--- src/rtl/dmem_arb_pkg.sv ---
// dmem_arb_pkg: state encoding and wait-counter width helper for the DMEM port arbiter
package dmem_arb_pkg;
  localparam logic [1:0] IDLE    = 2'd0;
  localparam logic [1:0] DBG_ACC = 2'd1;
  localparam logic [1:0] DBG_ACK = 2'd2;
  function automatic int wait_w(input int max_wait);
    return (max_wait < 1) ? 1 : $clog2(max_wait + 1);
  endfunction
endpackage

--- src/rtl/dmem_arb_starve_cnt.sv ---
// dmem_arb_starve_cnt: saturating count of blocked debug cycles; hit forces a debug grant
module dmem_arb_starve_cnt
  import dmem_arb_pkg::*;
#(
  parameter int MAX_WAIT = 15
) (
  input  logic clk,
  input  logic rst,
  input  logic clr,
  input  logic inc,
  output logic hit
);
  localparam int WAIT_W = wait_w(MAX_WAIT);
  logic [WAIT_W-1:0] cnt;
  assign hit = cnt == WAIT_W'(MAX_WAIT);
  always_ff @(posedge clk or posedge rst)
    if (rst) cnt <= '0;
    else if (clr) cnt <= '0;
    else if (inc && !hit) cnt <= cnt + WAIT_W'(1);
endmodule

--- src/rtl/dmem_port_arbiter.sv ---
// dmem_port_arbiter: shares one DMEM port between the CPU (fixed priority) and a debug requester.
// Optional starvation guard enabled by defining DMEM_ARB_STARVE_GUARD_EN.
module dmem_port_arbiter
  import dmem_arb_pkg::*;
#(
  parameter int ADDR_W   = 32,
  parameter int DATA_W   = 32,
  parameter int MAX_WAIT = 15
) (
  input  logic              clk,
  input  logic              rst,
  input  logic              cpu_cs,
  input  logic              cpu_r,
  input  logic              cpu_w,
  input  logic [ADDR_W-1:0] cpu_addr,
  input  logic [DATA_W-1:0] cpu_wdata,
  output logic [DATA_W-1:0] cpu_rdata,
  output logic              cpu_stall,
  input  logic              dbg_req,
  input  logic              dbg_we,
  input  logic [ADDR_W-1:0] dbg_addr,
  input  logic [DATA_W-1:0] dbg_wdata,
  output logic              dbg_ack,
  output logic [DATA_W-1:0] dbg_rdata,
  output logic              mem_cs,
  output logic              mem_r,
  output logic              mem_w,
  output logic [ADDR_W-1:0] mem_addr,
  output logic [DATA_W-1:0] mem_wdata,
  input  logic [DATA_W-1:0] mem_rdata
);
  logic [1:0]        state;
  logic [ADDR_W-1:0] acc_addr;
  logic [DATA_W-1:0] acc_wdata;
  logic              acc_we;
  logic              grant;
  logic              hit;
  logic              dbg_own;
  assign dbg_own   = state == DBG_ACC;
  assign grant     = state == IDLE && dbg_req && (!cpu_cs || hit);
  assign dbg_ack   = state == DBG_ACK;
  assign cpu_stall = dbg_own && cpu_cs;
  assign cpu_rdata = mem_rdata;
  assign mem_cs    = dbg_own ? 1'b1 : cpu_cs;
  assign mem_r     = dbg_own ? !acc_we : cpu_r;
  assign mem_w     = dbg_own ? acc_we : cpu_w;
  assign mem_addr  = dbg_own ? acc_addr : cpu_addr;
  assign mem_wdata = dbg_own ? acc_wdata : cpu_wdata;
`ifdef DMEM_ARB_STARVE_GUARD_EN
  dmem_arb_starve_cnt #(.MAX_WAIT(MAX_WAIT)) u_starve (
    .clk(clk),
    .rst(rst),
    .clr(!dbg_req || grant),
    .inc(state == IDLE && dbg_req && cpu_cs),
    .hit(hit)
  );
`else
  localparam int unused_max_wait = MAX_WAIT;
  assign hit = 1'b0;
`endif
  always_ff @(posedge clk or posedge rst)
    if (rst) begin
      state     <= IDLE;
      acc_addr  <= '0;
      acc_wdata <= '0;
      acc_we    <= 1'b0;
      dbg_rdata <= '0;
    end else begin
      state <= grant ? DBG_ACC : dbg_own ? DBG_ACK : IDLE;
      if (grant) begin
        acc_addr  <= dbg_addr;
        acc_wdata <= dbg_wdata;
        acc_we    <= dbg_we;
      end
      if (dbg_own && !acc_we) dbg_rdata <= mem_rdata;
    end
endmodule
--- config.mk ---
export PLATFORM = sky130hd
export DESIGN_NAME = dmem_port_arbiter
export DESIGN_NICKNAME = d
export VERILOG_FILES = /design/src/rtl/dmem_arb_pkg.sv /design/src/rtl/dmem_arb_starve_cnt.sv /design/src/rtl/dmem_port_arbiter.sv
export SDC_FILE = /design/constraint.sdc
export NUM_CORES = 1
export LEC_CHECK = 0
export BUFFER_PORTS_ARGS = -buffer_cell sky130_fd_sc_hd__buf_2
export CORE_ASPECT_RATIO = 0.5
export CORE_MARGIN = 3
export CORE_UTILIZATION = 43
export CTS_CLUSTER_SIZE = 24
export DETAILED_ROUTE_END_ITERATION = 8
export HOLD_SLACK_MARGIN = 0.03
export PLACE_DENSITY = 0.81
export REMOVE_ABC_BUFFERS = 1
export SLEW_MARGIN = 25
export SYNTH_ARGS = -nofsm -noshare
export SYNTH_HDL_FRONTEND = slang
export SYNTH_HIERARCHICAL = 1
export SYNTH_SLANG_ARGS = --single-unit
export TNS_END_PERCENT = 10
--- constraint.sdc ---
create_clock -name clk -period 3.05 [get_ports clk]
set_input_delay 0.1525 -clock clk [delete_from_list [all_inputs] [get_ports clk]]
set_output_delay 0.1525 -clock clk [all_outputs]
set_load 0.01 [all_outputs]
# Word level (Yosys, flattened, before mapping)
# Index checks and enable logic that the tools add are counted.
# word_totals
wordCells	21
ff_bits	99
# classes
n_mux	7
n_eq_ne	2
n_reduce_logical	7
# op_table
op	n
$mux W32	2
$logic_and A1 B1 Y1	4
$mux W2	2
$mux W1	3
$eq A2 B1 Y1 const B	1
$eq A2 B2 Y1 const B	1
$logic_not A1 Y1	2
$logic_not A2 Y1	1

# Logic depth before layout (Yosys ltp)
# Gate-level depths: netlist (run 1).
# depth
depth_word	4
depth_mapped	4

# Worst setup path before layout (run 1)
# OpenSTA, ideal clock, no wires.
# synth_timing
path_type	register -> register
start	reg state[1]
end	reg acc_addr[10]
required_time_ps	2923
stages_incl_launch_ff	5
path_buffers	2
slack_ps	1532
t_arrival_ps	1391
cell_sequence	dfrtp_1 nor4b_2 buf_4 buf_6 mux2_1
# synth_via
elab_chain_len	3
# synth_rtl
element	line_no	source
from (decl)	dmem_port_arbiter.sv:32	logic [1:0] state;
from (signal assigned)	dmem_port_arbiter.sv:69	state <= grant ? DBG_ACC : dbg_own ? DBG_ACK : IDLE;
$logic_not A2 Y1	dmem_port_arbiter.sv:40	assign grant = state == IDLE && dbg_req && (!cpu_cs || hit);
$logic_and A1 B1 Y1 (2 in a row)	dmem_port_arbiter.sv:40	
to (signal assigned)	dmem_port_arbiter.sv:71	acc_addr <= dbg_addr;
to (decl)	dmem_port_arbiter.sv:33	logic [ADDR_W-1:0] acc_addr;
# Every way passes these cells.
# A chain may end at the register's enable or synchronous reset.

# Worst setup path in the final report (run 1)
# layout_timing
start	reg state[1]
end	out mem_addr[10]
# layout_via
elab_chain_len	2
# layout_rtl
element	line_no	source
$eq A2 B1 Y1	dmem_port_arbiter.sv:39	assign dbg_own = state == DBG_ACC;
$mux W32	dmem_port_arbiter.sv:47	assign mem_addr = dbg_own ? acc_addr : cpu_addr;
to (decl)	dmem_port_arbiter.sv:28	output logic [ADDR_W-1:0] mem_addr,
# Every way passes these cells.

==> impl_metrics.env, run 1 <==
export IMPL_ys_ff_latch=99
export IMPL_yosys_warnings=6
export IMPL_switching_share_pct=27.9
export IMPL_layout_drive_gt1_share_pct=72.7
export IMPL_setup_viol=0
export IMPL_grt_max_degree=67
export IMPL_fp_dieH_um=80.2
export IMPL_rrSetupSlack_ns=1.22
export IMPL_htreeDepth=3
export IMPL_diodes=0
export IMPL_worstSetupEndpointType="output pin"
export IMPL_rows=26
export IMPL_p_leak_nw=3.29
export IMPL_switching_power_mw=1.14
export IMPL_syn_to_final_growth_pct=39.7
export IMPL_power_frac_seq_pct=45.3
export IMPL_port_buffers=299
export IMPL_cts_inserted_buffers=9
export IMPL_drt_iter0_drc=105
export IMPL_hold_viol=0
export IMPL_cp_slowest_cell="dfrtp_1"
export IMPL_cts_tree="done"
export IMPL_slew_viol_final=0
export IMPL_status="finished clean"
export IMPL_hold_buffers=19
export IMPL_skew_ns=0.00541
export IMPL_synth_distinct_cells=14
export IMPL_cp_num_buf_inv=2
export IMPL_io_pins=300
export IMPL_dp_cells=716
export IMPL_relSlewSlack_pct=45.6
export IMPL_regToRegStartpoint="state[1]"
export IMPL_worst_pin_slew_ns=0.816
export IMPL_hold_start="dbg_wdata[3]"
export IMPL_dieArea_sq_um=12400
export IMPL_maxCapViolCount=0
export IMPL_layout_min_cycle_time_ns=2.10
export IMPL_holdPathStages=2
export IMPL_insertion_delay_ns=0.33
export IMPL_rsz0062_at_grt="false"
export IMPL_gr_max_usage_layer="met2"
export IMPL_fin_crit_sh_pct=68.8
export IMPL_syn_inst=320
export IMPL_hpwl_um=9240
export IMPL_ir_drop_uv=401
export IMPL_crit_chain="nand2b_2 > buf_4 > mux2_2 > buf_2"
export IMPL_met2_usage_pct=37.0
export IMPL_die_w_um=154
export IMPL_viasPerCell=4.68
export IMPL_hold_end="acc_wdata[3]"
export IMPL_crit_family="buffers and inverters"
export IMPL_drtPass1Iterations=4
export IMPL_use_met3_pct=3.77
export IMPL_timing_rr_end="acc_wdata[29]"
export IMPL_layout_nets=773
export IMPL_syn_area_per_cell_sq_um=14.8
export IMPL_cts_path_max_buffers=2
export IMPL_internal_power_mw=2.96
export IMPL_core_sq_um=10400
export IMPL_cp_start_kind="register"
export IMPL_clkTransAtPathRegs_ns=0.06
export IMPL_post_cts_buffers=0
export IMPL_routed_wl_um=12100
export IMPL_drt_wirelength_per_cell_um=16.1
export IMPL_cp_arrival_ns=1.95
export IMPL_synth_cell_area_sq_um=4730
export IMPL_drc=0
export IMPL_pwr_share_comb_pct=27.5
export IMPL_clock_fmax_mhz=477
export IMPL_route_vias_total=3511
export IMPL_grt_pass1_wl_um=18700
export IMPL_ant_nets=0
export IMPL_required_ns=2.90
export IMPL_routabilityCongestion=0.806
export IMPL_overflow=0
export IMPL_use_met1_pct=20.9
export IMPL_ys_seq_area_share_pct=52.4
export IMPL_grt_pass1_vias=3789
export IMPL_hold_slack_ns=0.0392
export IMPL_hold_path_class="in2reg"
export IMPL_track_usage_pct=18.9
export IMPL_antenna_found_initial=0
export IMPL_pwr_share_clk_pct=27.2
export IMPL_clkSinkCount=99
export IMPL_stdcell_count=751
export IMPL_initial_core_util_pct=45.3
export IMPL_crit_fanout=37
export IMPL_cts_resized=0
export IMPL_path_class="reg2out"
export IMPL_critPathMaxStageDelay_ns=0.46
export IMPL_worstRegToRegCells=3
export IMPL_powerDensity_nw_per_um2=622
export IMPL_cts_root_buf="clkbuf_16"
cell type report:
| cell class | count | area [sq um] |
|---|---|---|
| Inverter | 3 | 13.8 |
| Sequential cell | 99 | 2480 |
| Timing Repair Buffer | 324 | 1740 |
| Clock inverter | 4 | 50.0 |
| Tap cell | 140 | 175 |
| Clock buffer | 12 | 246 |
| Multi-Input combinational cell | 169 | 1900 |
| Fill cell | 855 | 3840 |
worst max path at each step:
stage                     startpoint            end  slack [ns]  cells past startpoint
final                       state[1]   mem_addr[10]        0.95                      4
after global routing        state[1]    mem_addr[5]        0.86                      4
after CTS                   state[1]  mem_wdata[12]        0.93                      5
after detailed placement    state[1]  acc_wdata[18]        1.22                      3
after global placement      state[1]   acc_wdata[5]        1.26                      3
after floorplan             state[1]  acc_wdata[10]       -1.76                      2
through the flow:
step,util (%),power [mW],setup TNS [ns],setup WS (ns),cell area (sq um)
after global placement,58.6,2.96,0,1.26,6120
final,63.2,4.11,0,0.952,6600
after global routing,63.2,4.34,0,0.859,6600
after CTS,63.2,4.17,0,0.935,6600
after detailed placement,58.6,3.01,0,1.22,6120
after floorplan,-,2.46,-110.07,-1.76,4370
layer usage:
metal / routed length, um / vias to the layer above
met2: 6830 / 89
met5: 0 / -
met1: 4520 / 1724
li1: - / 1676
met4: 202 / 0
met3: 515 / 22
synthesized netlist by cell type:
| cell | number | area [sq um] |
|---|---|---|
| a21o_1 | 1 | 7.51 |
| inv_1 | 3 | 11.3 |
| nand2_1 | 1 | 3.75 |
| nor2b_1 | 1 | 6.26 |
| mux2_2 | 121 | 1360 |
| buf_4 | 36 | 270 |
| nor4b_2 | 1 | 15.0 |
| buf_6 | 4 | 45.0 |
| nand2b_1 | 1 | 6.26 |
| nor3b_2 | 1 | 12.5 |
| buf_2 | 9 | 45.0 |
| mux2_1 | 41 | 462 |
| dfrtp_1 | 99 | 2480 |
| nor2_1 | 1 | 3.75 |
layout by cell type (no fill, tap or decap), drive strengths merged:
cell type and count:
a21o 1, dlygate4sd3 19, nor4b 1, nand2 1, nand2b 1, nor2 1, clkinvlp 2, clkbuf 12
mux2 162, nor3b 1, bufinv 1, buf 305, nor2b 1, inv 3, clkinv 1, dfrtp 99
cell families (layout without fill, tap and decap cells):
| kind of cell | Yosys count | after routing | share of synthesized area (%) |
|---|---|---|---|
| buf+inv | 52 | 343 | 7.86 |
| mux | 162 | 162 | 38.6 |
| flops | 99 | 99 | 52.4 |
| simple gates | 6 | 6 | 1.01 |
| compound gates | 1 | 1 | 0.159 |
registers in the layout, summed over array words and instances (netlist names):
signal     flops
acc_we         1
acc_addr      32
dbg_rdata     32
acc_wdata     32
state          2
power by group through the flow:
stage	Combinational, mW	Sequential, mW	Clock [mW]
after floorplan	0.536	1.92	0
after global placement	1.09	1.87	0
after detailed placement	1.13	1.89	0
after CTS	1.15	1.87	1.15
after global routing	1.23	1.91	1.20
final	1.13	1.86	1.12
No activity file was read; power rests on OpenSTA's default activity.
==> run 2, diff against run 1 <==
==> constraint.sdc (replaced) <==
create_clock -name clk -period 2 [get_ports clk]
set_input_delay 0.1 -clock clk [delete_from_list [all_inputs] [get_ports clk]]
set_output_delay 0.1 -clock clk [all_outputs]
set_load 0.01 [all_outputs]
==> impl_metrics.env, run 2 (synthesis results as in run 1) <==
export IMPL_status="finished clean"
export IMPL_dieArea_sq_um=12400
export IMPL_maxCapViolCount=0
export IMPL_path_class="reg2out"
export IMPL_drc=0
export IMPL_cts_tree="done"
export IMPL_syn_to_final_growth_pct=57.8
export IMPL_fillers=716
export IMPL_ir_drop_uv=503
export IMPL_power_frac_seq_pct=42.6
export IMPL_cts_inserted_buffers=9
export IMPL_antenna_found_initial=0
export IMPL_switching_share_pct=27.0
export IMPL_setup_tns_ns=0
export IMPL_post_route_worst_setup_slack_ns=0.0769
export IMPL_cp_start_kind="register"
export IMPL_htreeDepth=3
export IMPL_rsz0062_at_grt="false"
export IMPL_layout_nets=851
export IMPL_cp_arrival_ns=1.82
export IMPL_grt_max_degree=47
export IMPL_pwr_share_comb_pct=28.2
export IMPL_hpwl_um=9670
export IMPL_hold_path_class="in2reg"
export IMPL_fp_dieH_um=80.2
export IMPL_grt_pass1_vias=4250
export IMPL_powerDensity_nw_per_um2=896
export IMPL_io_pins=300
export IMPL_core_sq_um=10400
export IMPL_post_place_ws_ns=0.317
export IMPL_drtPass1Iterations=4
export IMPL_mostFrequentLayoutCell="buf_2"
export IMPL_crit_fanout=32
export IMPL_p_leak_nw=3.65
export IMPL_setup_viol=0
export IMPL_initial_core_util_pct=45.3
export IMPL_pwr_share_clk_pct=29.2
export IMPL_reg_top3="acc_addr: 32 flops, acc_wdata: 32 flops, dbg_rdata: 32 flops"
export IMPL_cts_root_buf="clkbuf_16"
export IMPL_routabilityCongestion=0.831
export IMPL_die_w_um=154
export IMPL_worst_pin_slew_ns=0.580
export IMPL_overflow=0
export IMPL_insertion_delay_ns=0.32
export IMPL_fin_crit_sh_pct=96.2
export IMPL_worstSetupEndpointType="output pin"
export IMPL_skew_ns=0.00405
export IMPL_final_cell_area_sq_um=7460
export IMPL_diodes=0
export IMPL_cts_path_max_buffers=2
export IMPL_clock_fmax_mhz=520
export IMPL_drt_iter0_drc=116
export IMPL_layout_drive_gt1_share_pct=65.2
export IMPL_routed_wl_um=13800
export IMPL_layout_min_cycle_time_ns=1.92
export IMPL_ant_nets=0
export IMPL_clkSinkCount=99
export IMPL_clkTransAtPathRegs_ns=0.06
export IMPL_rows=26
export IMPL_layout_common_cells="299 x buf_2, 121 x mux2_2, 98 x dfrtp_1"
export IMPL_track_usage_pct=21.8
export IMPL_dpl_cell_area_sq_um=6180
export IMPL_relSlewSlack_pct=61.3
export IMPL_grt_pass1_wl_um=21400
export IMPL_slew_viol_final=0
export IMPL_route_vias_total=3838
export IMPL_internal_power_mw=4.88
export IMPL_hold_viol=0
export IMPL_switching_power_mw=1.80
export IMPL_required_ns=1.90
export IMPL_drt_wirelength_per_cell_um=16.7
export IMPL_port_buffers=299
export IMPL_viasPerCell=4.63
run 2: cell types whose count changed in the layout (fill, tap and decap cells not counted):
cell	before	now
dlygate4sd3_1	19	94
bufinv_16	1	3
buf_12	1	4
dfrtp_1	99	98
dfrtp_2	0	1
clkinv_2	1	2
clkbuf_1	2	1
clkinvlp_4	2	0
run 2: critical path, stage by stage, from the launching register on:
cell,delay [ns]
dfrtp_2,0.45
nand2b_2,0.21
inv_1,0.10
buf_12,0.21
mux2_2,0.37
buf_2,0.14
run 2: power by group through the flow:
stage | sequential (mW) | clock (mW) | combinational [mW]
CTS | 2.85 | 1.99 | 1.89
floorplan | 2.93 | 0 | 0.817
global route | 2.93 | 2.06 | 2.02
global placement | 2.86 | 0 | 1.68
finish | 2.85 | 1.95 | 1.89
detailed placement | 2.88 | 0 | 1.74
run 2: routing by layer:
| layer | GRT usage [%] | part of all wire [%] | vias to the layer above |
|---|---|---|---|
| met5 | 0 | 0 | - |
| met4 | 7.22 | 1.8 | 0 |
| met3 | 5.11 | 4.5 | 20 |
| met2 | 44.8 | 59 | 103 |
| met1 | 21.7 | 35 | 1891 |
| li1 | - | - | 1824 |
run 2: stage by stage:
step	total power, mW	utilization, %	std cells	hold WS (ns)
detailed placement	4.62	59.2	719	0.213
finish	6.69	71.5	829	0.0497
CTS	6.73	71.4	829	0.0324
floorplan	3.75	-	271	0.200
global route	7.01	71.5	829	0.0376
global placement	4.54	59.2	719	0.205
run 2: timing repair:
action                                 4_1_cts  5_1_grt
setup buffers                                0        0
hold buffers                                94        0
resized for setup                            0        1
setup endpoints to repair                    0       18
endpoints found under the hold margin      137        0
run 2: final timing paths:
path                       cells after the start           from  slack (ns)       endpoint
min reg2reg                                    1    acc_addr[5]        0.48    acc_addr[5]
min                                            2  mem_rdata[10]        0.05  dbg_rdata[10]
max                                            5       state[1]        0.08   mem_wdata[8]
max in group asynchronous                      4            rst        0.94       state[1]
min in group asynchronous                      3            rst        0.40    acc_addr[4]
max reg2reg                                    3       state[1]        0.33    acc_addr[3]
run 2: cell type report:
| class | count | area, sq um | share of cell area [%] |
|---|---|---|---|
| clock buffer | 11 | 243 | 3.25 |
| clock inverter | 5 | 100 | 1.34 |
| inverter | 3 | 13.8 | 0.184 |
| multi-input combinational | 169 | 1900 | 25.4 |
| sequential | 99 | 2480 | 33.2 |
| tap | 140 | 175 | 2.35 |
| timing repair buffer | 402 | 2550 | 34.2 |
==> run 3, diff against run 2 <==
==> constraint.sdc (replaced) <==
create_clock -name clk -period 2.12 [get_ports clk]
set_input_delay 0.106 -clock clk [delete_from_list [all_inputs] [get_ports clk]]
set_output_delay 0.106 -clock clk [all_outputs]
set_load 0.01 [all_outputs]
==> impl_metrics.env, run 3 (synthesis results as in run 1) <==
export IMPL_antenna_found_initial=0
export IMPL_multiInputGateArea_sq_um=1900
export IMPL_worst_pin_slew_ns=0.429
export IMPL_cp_start_kind="register"
export IMPL_drtPass1Iterations=4
export IMPL_route_vias_total=3863
export IMPL_holdPathStages=2
export IMPL_regArea_sq_um=2480
export IMPL_layout_nets=852
export IMPL_initial_core_util_pct=45.3
export IMPL_ir_drop_uv=479
export IMPL_die_w_um=154
export IMPL_slew_viol_final=0
export IMPL_stdcell_count=830
export IMPL_rrSetupSlack_ns=0.47
export IMPL_cp_arrival_ns=1.85
export IMPL_hold_path_class="in2reg"
export IMPL_rows=26
export IMPL_rsz0062_at_grt="false"
export IMPL_hold_start="mem_rdata[20]"
export IMPL_clkSinkCount=99
export IMPL_drt_wirelength_per_cell_um=16.7
export IMPL_port_buffers=299
export IMPL_drc=0
export IMPL_clock_fmax_mhz=510
export IMPL_hold_viol=0
export IMPL_p_leak_nw=3.62
export IMPL_viasPerCell=4.65
export IMPL_worstRegToRegCells=3
export IMPL_diodes=0
export IMPL_htreeDepth=3
export IMPL_regToRegStartpoint="state[1]"
export IMPL_worstSetupStartpoint="state[1]"
export IMPL_grt_pass1_wl_um=21600
export IMPL_hold_slack_ns=0.0326
export IMPL_hpwl_um=9620
export IMPL_routed_wl_um=13900
export IMPL_skew_ns=0.00625
export IMPL_fp_dieH_um=80.2
export IMPL_timing_rr_end="acc_addr[7]"
export IMPL_clkTransAtPathRegs_ns=0.07
export IMPL_core_sq_um=10400
export IMPL_relSlewSlack_pct=71.4
export IMPL_fin_crit_sh_pct=92.4
export IMPL_reg_top3="acc_addr: 32 flops, acc_wdata: 32 flops, dbg_rdata: 32 flops"
export IMPL_status="finished clean"
export IMPL_layout_min_cycle_time_ns=1.96
export IMPL_required_ns=2.01
export IMPL_post_cts_buffers=0
export IMPL_layout_drive_gt1_share_pct=64.9
export IMPL_cts_tree="done"
export IMPL_maxCapViolCount=0
export IMPL_grt_max_degree=47
export IMPL_io_pins=300
export IMPL_dieArea_sq_um=12400
export IMPL_grt_pass1_vias=4331
export IMPL_worstSetupEndpointType="output pin"
export IMPL_ant_nets=0
export IMPL_path_class="reg2out"
export IMPL_cts_inserted_buffers=9
export IMPL_track_usage_pct=22.1
export IMPL_powerDensity_nw_per_um2=801
export IMPL_routabilityCongestion=0.806
export IMPL_mostFrequentLayoutCell="buf_2"
export IMPL_drt_iter0_drc=90
export IMPL_fillers=770
export IMPL_layout_common_cells="299 x buf_2, 121 x mux2_2, 99 x dfrtp_1"
export IMPL_cts_root_buf="clkbuf_16"
export IMPL_dp_cells=719
export IMPL_crit_fanout=32
export IMPL_cts_path_max_buffers=2
export IMPL_p_total_mw=5.91
export IMPL_insertion_delay_ns=0.33
export IMPL_hold_end="dbg_rdata[20]"
export IMPL_overflow=0
export IMPL_setup_tns_ns=0
export IMPL_setup_viol=0
export IMPL_syn_to_final_growth_pct=56.0
==> run 3: critical path: stages (launching register included) <==
cell and delay, ns:
dfrtp_1 0.45, nand2b_2 0.23, inv_1 0.10, buf_12 0.21, mux2_2 0.36, buf_2 0.15
==> run 3: through the flow <==
step	instance area (sq um)	util, %	setup WS (ns)
after detailed placement	6160	59.0	0.480
final	7380	70.6	0.161
after global placement	6160	59.0	0.520
after floorplan	4370	-	-2.69
after CTS	7370	70.5	0.157
after global routing	7380	70.6	0.0720
==> run 3: cell type report <==
cell class	instances	share of cell area [%]
timing repair buffer	403	34.6
multi-input combinational	169	25.7
tap	140	2.37
inverter	3	0.187
sequential	99	33.6
clock inverter	6	0.441
clock buffer	10	3.10
==> run 3: worst max-delay path by stage <==
stage                          endpoint  slack (ns)  depth (start not counted)
final                     mem_wdata[31]        0.16                          5
after global routing      mem_wdata[31]        0.07                          5
after CTS                 mem_wdata[20]        0.16                          5
after detailed placement    acc_addr[7]        0.48                          3
after global placement    acc_wdata[28]        0.52                          3
after floorplan           acc_wdata[10]       -2.69                          2
==> run 3: where the power goes <==
group / leakage (nW) / switching (mW) / internal (mW)
sequential: 1.17 / 0.272 / 2.41
clock: 0.132 / 0.671 / 0.786
combinational: 2.32 / 0.762 / 1.01
total: 3.62 / 1.71 / 4.21
==> run 3: metal layers <==
metal	vias to the layer above	GRT usage, %	share of wire (%)
li1	1830	-	-
met1	1907	22.6	36
met2	96	45.0	58
met3	30	4.25	3.8
met4	0	8.37	2.5
met5	-	0	0
==> run 3: what timing repair did <==
item                                    CTS  global route
endpoints found under the setup margin    0             0
resized for setup                         0             0
hold endpoints to repair                120             1
hold buffers                             94             1
